$ cat src/rtl/src_pkg.sv
// src_pkg: shared types and constants for the control unit.
package src_pkg;
  localparam int STEP_W = 3;
  typedef enum logic [4:0] {
    OP_NOP  = 5'd0,
    OP_LD   = 5'd1,
    OP_ST   = 5'd3,
    OP_LA   = 5'd5,
    OP_BR   = 5'd8,
    OP_ADD  = 5'd12,
    OP_ADDI = 5'd13,
    OP_SUB  = 5'd14,
    OP_STOP = 5'd31
  } opcode_e;
  typedef enum logic [1:0] {S_IDLE, S_RUN, S_HALT} state_e;
  typedef struct packed {
    logic pc_out;
    logic pc_in;
    logic ma_in;
    logic inc4;
    logic c_in;
    logic c_out;
    logic a_in;
    logic add;
    logic sub;
    logic read;
    logic write;
    logic md_out;
    logic md_in;
    logic ir_in;
    logic gra;
    logic grb;
    logic grc;
    logic r_out;
    logic ba_out;
    logic r_in;
    logic c2_out;
    logic con_in;
  } ctrl_t;
  function automatic logic is_legal(logic [4:0] op);
    return op inside {OP_NOP, OP_LD, OP_ST, OP_LA, OP_BR, OP_ADD, OP_ADDI, OP_SUB, OP_STOP};
  endfunction
endpackage

$ cat src/rtl/control_unit_if.sv
// control_unit_if: start/opcode/handshake inputs and strobe/status outputs of the control unit.
interface control_unit_if;
  import src_pkg::*;
  logic start_i;
  logic [4:0] opcode_i;
  logic con_i;
  logic mem_done_i;
  ctrl_t ctrl_o;
  logic run_o;
  logic illegal_o;
  logic [STEP_W-1:0] step_o;
  modport master (output start_i, opcode_i, con_i, mem_done_i, input ctrl_o, run_o, illegal_o, step_o);
  modport slave (input start_i, opcode_i, con_i, mem_done_i, output ctrl_o, run_o, illegal_o, step_o);
endinterface

$ cat src/rtl/src_step_cnt.sv
// src_step_cnt: T-step counter with clear, hold and saturating advance.
module src_step_cnt
  import src_pkg::*;
(
  input  logic              clk,
  input  logic              rst,
  input  logic              clr_i,
  input  logic              hold_i,
  output logic [STEP_W-1:0] step_o
);
  logic [STEP_W-1:0] step_q, step_d;
  always_comb step_d = clr_i ? '0 : (hold_i || &step_q) ? step_q : step_q + 1'b1;
  always_ff @(posedge clk) begin
    if (!rst) step_q <= '0;
    else step_q <= step_d;
  end
  assign step_o = step_q;
endmodule

$ cat src/rtl/control_unit.sv
// control_unit: IDLE/RUN/HALT sequencer decoding state, step and opcode into datapath strobes.
module control_unit
  import src_pkg::*;
(
  input logic           clk,
  input logic           rst,
  control_unit_if.slave bus_io
);
  state_e state_q, state_d;
  logic illegal_q, illegal_d;
  logic [STEP_W-1:0] step_q;
  opcode_e op;
  logic in_run, at_t3, legal, wait_w, end_w, clr_w;
  ctrl_t ctrl;
  assign op = opcode_e'(bus_io.opcode_i);
  assign legal = is_legal(bus_io.opcode_i);
  assign in_run = state_q == S_RUN;
  assign at_t3 = in_run && step_q == 3'd3;
  always_comb begin
    state_d = state_q == S_IDLE ? (bus_io.start_i ? S_RUN : S_IDLE) :
              state_q == S_RUN ? ((at_t3 && (op == OP_STOP || !legal)) ? S_HALT : S_RUN) : S_HALT;
    illegal_d = illegal_q | (at_t3 & ~legal);
  end
  always_ff @(posedge clk) begin
    if (!rst) begin
      state_q <= S_IDLE;
      illegal_q <= 1'b0;
    end else begin
      state_q <= state_d;
      illegal_q <= illegal_d;
    end
  end
  // st finishes only once its write handshake arrives in T7
  assign wait_w = step_q == 3'd1 || (op == OP_LD && step_q == 3'd6) || (op == OP_ST && step_q == 3'd7);
  assign end_w = (step_q == 3'd3 && op == OP_NOP) || (step_q == 3'd4 && op == OP_BR) ||
                 (step_q == 3'd5 && op inside {OP_ADD, OP_SUB, OP_ADDI, OP_LA}) ||
                 (step_q == 3'd7 && (op == OP_LD || (op == OP_ST && bus_io.mem_done_i)));
  assign clr_w = !in_run || state_d != S_RUN || end_w;
  src_step_cnt u_step (
    .clk    (clk),
    .rst    (rst),
    .clr_i  (clr_w),
    .hold_i (wait_w && !bus_io.mem_done_i),
    .step_o (step_q)
  );
  always_comb begin
    ctrl = '0;
    if (in_run) begin
      case (step_q)
        3'd0: begin
          ctrl.pc_out = 1'b1;
          ctrl.ma_in = 1'b1;
          ctrl.inc4 = 1'b1;
          ctrl.c_in = 1'b1;
          ctrl.read = 1'b1;
        end
        3'd1: begin
          ctrl.c_out = 1'b1;
          ctrl.pc_in = 1'b1;
        end
        3'd2: begin
          ctrl.md_out = 1'b1;
          ctrl.ir_in = 1'b1;
        end
        3'd3: begin
          ctrl.grb = op inside {OP_ADD, OP_SUB, OP_ADDI, OP_LA, OP_LD, OP_ST};
          ctrl.ba_out = op inside {OP_LA, OP_LD, OP_ST};
          ctrl.a_in = ctrl.grb;
          ctrl.grc = op == OP_BR;
          ctrl.con_in = op == OP_BR;
          ctrl.r_out = op inside {OP_ADD, OP_SUB, OP_ADDI, OP_BR};
        end
        3'd4: begin
          ctrl.grc = op inside {OP_ADD, OP_SUB};
          ctrl.c2_out = op inside {OP_ADDI, OP_LA, OP_LD, OP_ST};
          ctrl.add = op == OP_ADD || ctrl.c2_out;
          ctrl.sub = op == OP_SUB;
          ctrl.c_in = ctrl.grc || ctrl.c2_out;
          ctrl.grb = op == OP_BR;
          ctrl.r_out = ctrl.grc || ctrl.grb;
          ctrl.pc_in = op == OP_BR && bus_io.con_i;
        end
        3'd5: begin
          ctrl.c_out = op inside {OP_ADD, OP_SUB, OP_ADDI, OP_LA, OP_LD, OP_ST};
          ctrl.gra = op inside {OP_ADD, OP_SUB, OP_ADDI, OP_LA};
          ctrl.r_in = ctrl.gra;
          ctrl.ma_in = op inside {OP_LD, OP_ST};
          ctrl.read = op == OP_LD;
        end
        3'd6: begin
          ctrl.gra = op == OP_ST;
          ctrl.r_out = ctrl.gra;
          ctrl.md_in = ctrl.gra;
          ctrl.write = ctrl.gra;
        end
        default: begin
          ctrl.md_out = op == OP_LD;
          ctrl.gra = ctrl.md_out;
          ctrl.r_in = ctrl.md_out;
        end
      endcase
    end
  end
  assign bus_io.ctrl_o = ctrl;
  assign bus_io.run_o = in_run;
  assign bus_io.illegal_o = illegal_q;
  assign bus_io.step_o = step_q;
endmodule

$ cat src/flat_wrapper.sv
// flat-port wrapper written by rule: the top's interface ports become plain ports
module control_unit_flat import src_pkg::*;
  (clk, rst, bus_io_start_i, bus_io_opcode_i, bus_io_con_i, bus_io_mem_done_i, bus_io_ctrl_o, bus_io_run_o, bus_io_illegal_o, bus_io_step_o);
  control_unit_if bus_io_i ();
  input logic clk;
  input logic rst;
  input wire logic [$bits(bus_io_i.start_i)-1:0] bus_io_start_i;
  input wire logic [$bits(bus_io_i.opcode_i)-1:0] bus_io_opcode_i;
  input wire logic [$bits(bus_io_i.con_i)-1:0] bus_io_con_i;
  input wire logic [$bits(bus_io_i.mem_done_i)-1:0] bus_io_mem_done_i;
  output wire logic [$bits(bus_io_i.ctrl_o)-1:0] bus_io_ctrl_o;
  output wire logic [$bits(bus_io_i.run_o)-1:0] bus_io_run_o;
  output wire logic [$bits(bus_io_i.illegal_o)-1:0] bus_io_illegal_o;
  output wire logic [$bits(bus_io_i.step_o)-1:0] bus_io_step_o;
  assign bus_io_i.start_i = bus_io_start_i;
  assign bus_io_i.opcode_i = bus_io_opcode_i;
  assign bus_io_i.con_i = bus_io_con_i;
  assign bus_io_i.mem_done_i = bus_io_mem_done_i;
  assign bus_io_ctrl_o = bus_io_i.ctrl_o;
  assign bus_io_run_o = bus_io_i.run_o;
  assign bus_io_illegal_o = bus_io_i.illegal_o;
  assign bus_io_step_o = bus_io_i.step_o;
  control_unit u_core (.clk(clk), .rst(rst), .bus_io(bus_io_i));
endmodule
$ cat config.mk
export PLATFORM = sky130hd
export DESIGN_NAME = control_unit_flat
export DESIGN_NICKNAME = d
export VERILOG_FILES = /design/src/rtl/src_pkg.sv /design/src/rtl/control_unit_if.sv /design/src/rtl/src_step_cnt.sv /design/src/rtl/control_unit.sv /design/src/flat_wrapper.sv
export SDC_FILE = /design/constraint.sdc
export NUM_CORES = 1
export LEC_CHECK = 0
export ABC_CLOCK_PERIOD_IN_PS = 2400
export CAP_MARGIN = 20
export CORE_UTILIZATION = 30
export DETAILED_ROUTE_END_ITERATION = 16
export MAX_ROUTING_LAYER = met4
export SLEW_MARGIN = 20
export SYNTH_ARGS = -nofsm -noshare
export SYNTH_HDL_FRONTEND = slang
export SYNTH_SLANG_ARGS = --single-unit
$ cat constraint.sdc
create_clock -name clk -period 2.4 [get_ports clk]
set_input_delay 0.48 -clock clk [delete_from_list [all_inputs] [get_ports clk]]
set_output_delay 0.48 -clock clk [all_outputs]
set_load 0.02 [all_outputs]
==> flow_summary.yaml, run 1 <==
cts:
  htreeDepth: 1
  cts_root_buf: "clkbuf_4"
  cts_tree: "built"
  clk_latency_ns: 0.24
  clkTransAtPathRegs_ns: 0.04
  cts_buffers: 3
  holdBufCountCts: 0
  numClockSinks: 6
  clockBufferDepth: 2
  cts_setup_buffers: 0
yosys:
  synth_top_area_frac: 0.1371
  synth_area_leaders: "dfxtp_1 (14%), ha_1 (8.6%), nand2_1 (7.7%)"
  synth_area_sq_um: 875.8
  yosys_warnings: 0
  synth_edf_count: 0
  synth-seq-area-share: 0.1371
  synth-main-ff-cell: "dfxtp_1"
  synth_area_per_cell_sq_um: 6.585
  synthArstFlopShare: 0
  ys_ff_latch: 6
  synth_area_leader_cell: "dfxtp_1"
  yosysMostFrequentCell: "nand2_1"
  ys_types: 34
  synth_cells: 133
  synthTopCellsByCount: "nand2_1 (18), nor2_1 (17), a21oi_1 (12), inv_1 (8)"
  synth_nets: 149
final_layout:
  fin_area_sq_um: 1563
  finalNetCount: 218
  antenna_cells: 0
  fin_cells: 231
  final_core_util: 0.5667
  drive_above_1_share: 0.4250
  area_growth_pct: 78.43
die:
  die-area_sq_um: 3139
  io_pins: 37
  die_y_um: 56.03
  start_util: 0.3176
  rows: 19
  core_region_area_sq_um: 2758
  fp.dieW_um: 56.03
power_and_ir_drop:
  power.density_nw_per_um2: 226.1
  leakage_nw: 0.6714
  max-vdd-ir-drop_mv: 0.2166
timing:
  whs_ns: 0.4620
  fin_worst_skew_ns: 0.0005501
  final.period_utilization: 0.9659
  hold_viol: 0
  tightest_slew_ns: 0.3223
  slew_headroom: 0.7835
  slew_viol_final: 0
  setup-violations-final: 0
  rsz0062_at_grt: "false"
  max_freq_mhz: 431.4
  min_period_ns: 2.318
  setup_tns_ns: 0
worst_setup_path:
  worstPathArrival_ns: 1.84
  cp_max_fo: 4
  crit_type: "register to output pin"
  r2r_setup_slack_ns: 0.54
  crit_path_start_kind: "register"
  required_ns: 1.92
  crit_path_end_kind: "output pin"
worst_hold_path:
  hp-class: "register to register"
routing:
  drtPass1Iterations: 4
  viasPerCell: 5.100
  wl_per_cell_um: 12.94
  ant_nets: 0
  dr_total_vias: 1178
  drt-initial-drc-count: 30
  routed_wl_mm: 2.990
  drcViolationCount: 0
grt:
  grt_pass1_wl_mm: 5.106
  grtUsageTotal: 0.2092
  grt_pass1_vias: 1168
  grt.overflow.total: 0
  grt_antenna_before_repair: 0
  grt_max_degree: 16
outcome:
  status: "finished clean"
placed_design:
  place_congestion: 0.9498
  port_buffers: 36
  place.detailed.hpwl_mm: 2.389
  placed_area_sq_um: 1523
  placed_cells: 228
flow_run:
  max_cap_violations: 0
[flip-flops by register name, indices dropped and copies added, names as in the netlist]
| name | count |
|---|---|
| u_core.u_step.step_o | 3 |
| u_core.state_q | 2 |
| u_core.bus_io.illegal_o | 1 |
[timing repair]
| action | 4_1_cts | 5_1_grt |
|---|---|---|
| resized for setup | 90 | 13 |
| endpoints found under the setup margin | 19 | 11 |
| pin swaps | 4 | 3 |
| cloned | 0 | 0 |
[report_power, final]
| part | total (mW) | switching, mW | internal, mW |
|---|---|---|---|
| Clock | 0.0886 | 0.0323 | 0.0563 |
| Sequential | 0.105 | 0.00215 | 0.103 |
| Combinational | 0.160 | 0.0846 | 0.0754 |
[cell usage in the layout, fill, tap and decap left out, drive strengths merged]
master | netlist | final
a21oi | 12 | 12
a41oi | 1 | 1
buf | 7 | 52
nor4 | 6 | 6
and2 | 3 | 3
nor4b | 1 | 1
nand2 | 18 | 18
a31oi | 3 | 3
and4 | 1 | 1
dfxtp | 6 | 6
nand4b | 2 | 2
or2 | 1 | 1
dlygate4sd2 | 0 | 5
o21a | 3 | 3
nand2b | 5 | 5
or4 | 2 | 2
clkdlybuf4s15 | 0 | 4
a221oi | 1 | 1
nor2 | 17 | 17
a21o | 2 | 2
nor3 | 4 | 4
ha | 6 | 6
a2111oi | 1 | 1
nand3b | 1 | 1
inv | 8 | 8
nand4 | 2 | 2
nand3 | 6 | 6
clkdlybuf4s50 | 0 | 12
clkbuf | 4 | 5
o21ai | 6 | 6
nor2b | 3 | 3
xnor2 | 1 | 1
[per-layer routing]
metal,wire length [um],global-route usage,part of all wire,up-vias
met5,0,-,0,-
met3,106,0.01628,0.035,4
met4,39,0.07666,0.013,0
li1,-,-,-,604
met1,1423,0.2645,0.48,543
met2,1420,0.3486,0.47,27
[critical path, cell delays in order (launching register included)]
cell	delay, ns
dfxtp_2	0.33
ha_1	0.22
ha_1	0.20
nor4_1	0.23
buf_4	0.17
nand2_1	0.06
a21oi_2	0.13
clkdlybuf4s15_2	0.27
[final cells by class]
type                    count  area (sq um)
inverters                   8         30.03
repair buffers             75         596.8
fillers                   280          1195
flip-flops and latches      6         121.4
well taps                  31         38.79
multi-input cells         108         753.2
clock buffers               3         22.52
[per-stage QoR]
| stage | power (mW) | setup WS, ns |
|---|---|---|
| 2_1_floorplan | 0.1846 | -0.03919 |
| 3_3_place_gp | 0.2636 | -0.7145 |
| 3_5_place_dp | 0.2625 | -0.7890 |
| 4_1_cts | 0.3576 | 0.01234 |
| 5_1_grt | 0.3770 | 0.002626 |
| 6_report | 0.3533 | 0.08174 |
[final timing paths]
path                                                end  cells after the start               startpoint
worst min register to register  u_core.bus_io.illegal_o                      1  u_core.bus_io.illegal_o
worst min-delay path            u_core.bus_io.illegal_o                      1  u_core.bus_io.illegal_o
worst max register to register  u_core.u_step.step_o[1]                      7  u_core.u_step.step_o[0]
worst max-delay path                  bus_io_ctrl_o[10]                      7  u_core.u_step.step_o[0]
[cell families (layout without fill, tap and decap cells)]
logic type / count (synthesis) / in the layout / synth area share
simple gates: 72 / 72 / 0.4400
compound gates: 29 / 29 / 0.2157
buf+inv: 19 / 86 / 0.1114
fa+ha+maj: 6 / 6 / 0.08571
flops: 6 / 6 / 0.1371
xor+xnor: 1 / 1 / 0.01000
No activity file was read; power rests on OpenSTA's default activity.
==> run 2, diff against run 1 <==
--- a/config.mk
+++ b/config.mk
@@ -10,7 +10,7 @@
 export CORE_UTILIZATION = 30
 export DETAILED_ROUTE_END_ITERATION = 16
 export MAX_ROUTING_LAYER = met4
-export SLEW_MARGIN = 20
+export SLEW_MARGIN = 5
 export SYNTH_ARGS = -nofsm -noshare
 export SYNTH_HDL_FRONTEND = slang
 export SYNTH_SLANG_ARGS = --single-unit
==> results of run 2 <==
The final DEF is identical to that of run 1; final timing and power are the same.
==> run 3, diff against run 2 <==
--- a/config.mk
+++ b/config.mk
@@ -10,6 +10,7 @@
 export CORE_UTILIZATION = 30
 export DETAILED_ROUTE_END_ITERATION = 16
 export MAX_ROUTING_LAYER = met4
+export REMOVE_ABC_BUFFERS = 1
 export SLEW_MARGIN = 5
 export SYNTH_ARGS = -nofsm -noshare
 export SYNTH_HDL_FRONTEND = slang
==> run 3 against run 2 <==
Effect of this change:
- sequential power about the same
- non-clock buffer count up 4
- critical path depth unchanged
- via count up 2.9%
- fmax down 1.3%
- first-iteration DRC count down 27%
- die area unchanged
- sequential share of layout area down 0.062 points
- setup slack worse by 0.030 ns
- cell count up 1.7%
- sequential cell count unchanged
- largest power group unchanged
==> flow_summary.yaml, run 3 (same netlist as run 1, synthesis figures left out) <==
worst_setup_path:
  r2r_setup_slack_ns: 0.42
  slowest_stage: "dlygate4sd2_1"
  critPathTopFamily: "buffers and inverters"
  cp_slowest_stage_delay_ns: 0.36
  r2r_cells: 8
  worstPathArrival_ns: 1.87
  crit_type: "input pin to output pin"
  crit_path_end_kind: "output pin"
  worstPathCellList: "dlygate4sd2_1, buf_4, nand2_1, buf_4, nand2_1, nor4_1, dlygate4sd2_1"
  crit_path_start_kind: "input pin"
  path_buf_inv: 4
  reg2reg_to: "u_core.u_step.step_o[1]"
  required_ns: 1.92
  cp_max_fo: 5
  r2r_start: "u_core.u_step.step_o[0]"
die:
  die-area_sq_um: 3139
  rows: 19
  fp.dieW_um: 56.03
  io_pins: 37
  core_region_area_sq_um: 2758
  die_y_um: 56.03
  start_util: 0.3176
grt:
  grt_pass1_vias: 1179
  grt_pass1_wl_mm: 5.092
  grtUsageTotal: 0.2117
  grt.overflow.total: 0
  grt_max_degree: 16
  grt_antenna_before_repair: 0
timing:
  slew_viol_final: 0
  final.period_utilization: 0.9783
  setup-violations-final: 0
  slew_headroom: 0.7956
  tightest_slew_ns: 0.3054
  max_freq_mhz: 425.9
  min_period_ns: 2.348
  hold_viol: 0
  rsz0062_at_grt: "true"
  fin_worst_skew_ns: 0.002484
  final.setup.worst_slack_ns: 0.05205
routing:
  drtPass1Iterations: 4
  viasPerCell: 5.157
  wl_per_cell_um: 13.71
  ant_nets: 0
  drt-initial-drc-count: 22
  drcViolationCount: 0
  routed_wl_mm: 3.222
  dr_total_vias: 1212
power_and_ir_drop:
  max-vdd-ir-drop_mv: 0.2658
  intPower_mw: 0.2354
  p_sw_frac: 0.3575
  p_seq_frac: 0.286
  netSwitchingPower_mw: 0.1310
  power.density_nw_per_um2: 230.2
  combinationalPowerShare: 0.442
  leakage_nw: 0.7404
  p_total_mw: 0.3664
  clkPwrFrac: 0.272
cts:
  cts_root_buf: "clkbuf_4"
  cts_buffers: 3
  clkTransAtPathRegs_ns: 0.04
  clockBufferDepth: 2
  holdBufCountCts: 0
  htreeDepth: 1
  numClockSinks: 6
  clk_latency_ns: 0.26
  cts_tree: "built"
final_layout:
  fin_area_sq_um: 1592
  final_cell_mix: "buf_4 (47), nand2_1 (17), nor2_1 (16)"
  area_growth_pct: 81.71
  antenna_cells: 0
  drive_above_1_share: 0.4167
  final_common_cell: "buf_4"
  finalNetCount: 222
  largest_reg_flops: 3
placed_design:
  place_congestion: 0.9585
  pre_cts_ws_ns: -0.6926
  placed_area_sq_um: 1515
  port_buffers: 36
  place.detailed.hpwl_mm: 2.566
worst_hold_path:
  min_to: "u_core.bus_io.illegal_o"
  hp-class: "register to register"
  min_path_cells: 1
  min_from: "u_core.bus_io.illegal_o"
outcome:
  status: "finished clean"
flow_run:
  max_cap_violations: 0
run 3: changes by cell type in the layout (fill, tap and decap cells not counted), sizes merged:
| cell | change |
|---|---|
| buf | +3 |
| clkdlybuf4s50 | -3 |
| dlymetal6s2s | +3 |
| clkdlybuf4s15 | -2 |
| clkbuf | +1 |
| dlygate4sd1 | +1 |
| dlygate4sd2 | +1 |
run 3: timing repair:
action	4_1_cts	5_1_grt
endpoints found under the setup margin	19	15
gates cloned	0	0
pin swaps	4	4
buffers inserted	1	1
resized for setup	74	30
run 3: layout make-up:
cell class,count,area [sq um]
multi-input combinational,108,754.5
tap,31,38.79
inverter,8,30.03
timing repair buffer,79,623.1
fill,261,1166
clock buffer,3,22.52
sequential,6,122.6
run 3: worst register-to-register path: stages (launching register included):
cell and delay [ns]:
dfxtp_2 0.33, buf_4 0.13, ha_1 0.22, nand2_1 0.14, a2111oi_4 0.05, buf_4 0.15, nand4b_1 0.20, or4_4 0.53
a31oi_2 0.15
run 3: per-layer routing:
metal,track usage,routed length (um),vias up
met1,0.2475,1408,556
met2,0.3452,1576,35
met5,-,0,-
met3,0.02791,120,11
li1,-,-,610
met4,0.1254,116,0
run 3: worst max path at each step:
stage                            startpoint                end  slack [ns]  cells past startpoint
floorplan           u_core.u_step.step_o[0]   bus_io_ctrl_o[4]        0.03                      7
global placement         bus_io_opcode_i[1]   bus_io_ctrl_o[7]       -0.76                      7
detailed placement       bus_io_opcode_i[4]  bus_io_ctrl_o[20]       -0.69                      6
CTS                 u_core.u_step.step_o[1]   bus_io_ctrl_o[0]      -0.005                      6
global route             bus_io_opcode_i[2]   bus_io_ctrl_o[1]      -0.007                      7
finish                   bus_io_opcode_i[1]  bus_io_ctrl_o[14]        0.05                      7
run 3: power by group through the flow:
stage / Sequential, mW / Combinational, mW / Clock [mW]
after floorplan: 0.107 / 0.0591 / 0
after CTS: 0.104 / 0.155 / 0.108
after detailed placement: 0.106 / 0.154 / 0
after global routing: 0.105 / 0.173 / 0.109
after global placement: 0.106 / 0.153 / 0
final: 0.105 / 0.162 / 0.0996
run 3: through the flow:
step,instances,hold slack [ns],TNS [ns],util
finish,235,0.4675,0,0.5771
global route,235,0.5064,-0.01817,0.5771
CTS,234,0.4744,-0.004581,0.5640
detailed placement,230,0.4587,-10.51,0.5495
global placement,230,0.4517,-10.03,0.5495
floorplan,122,0.4542,0,-
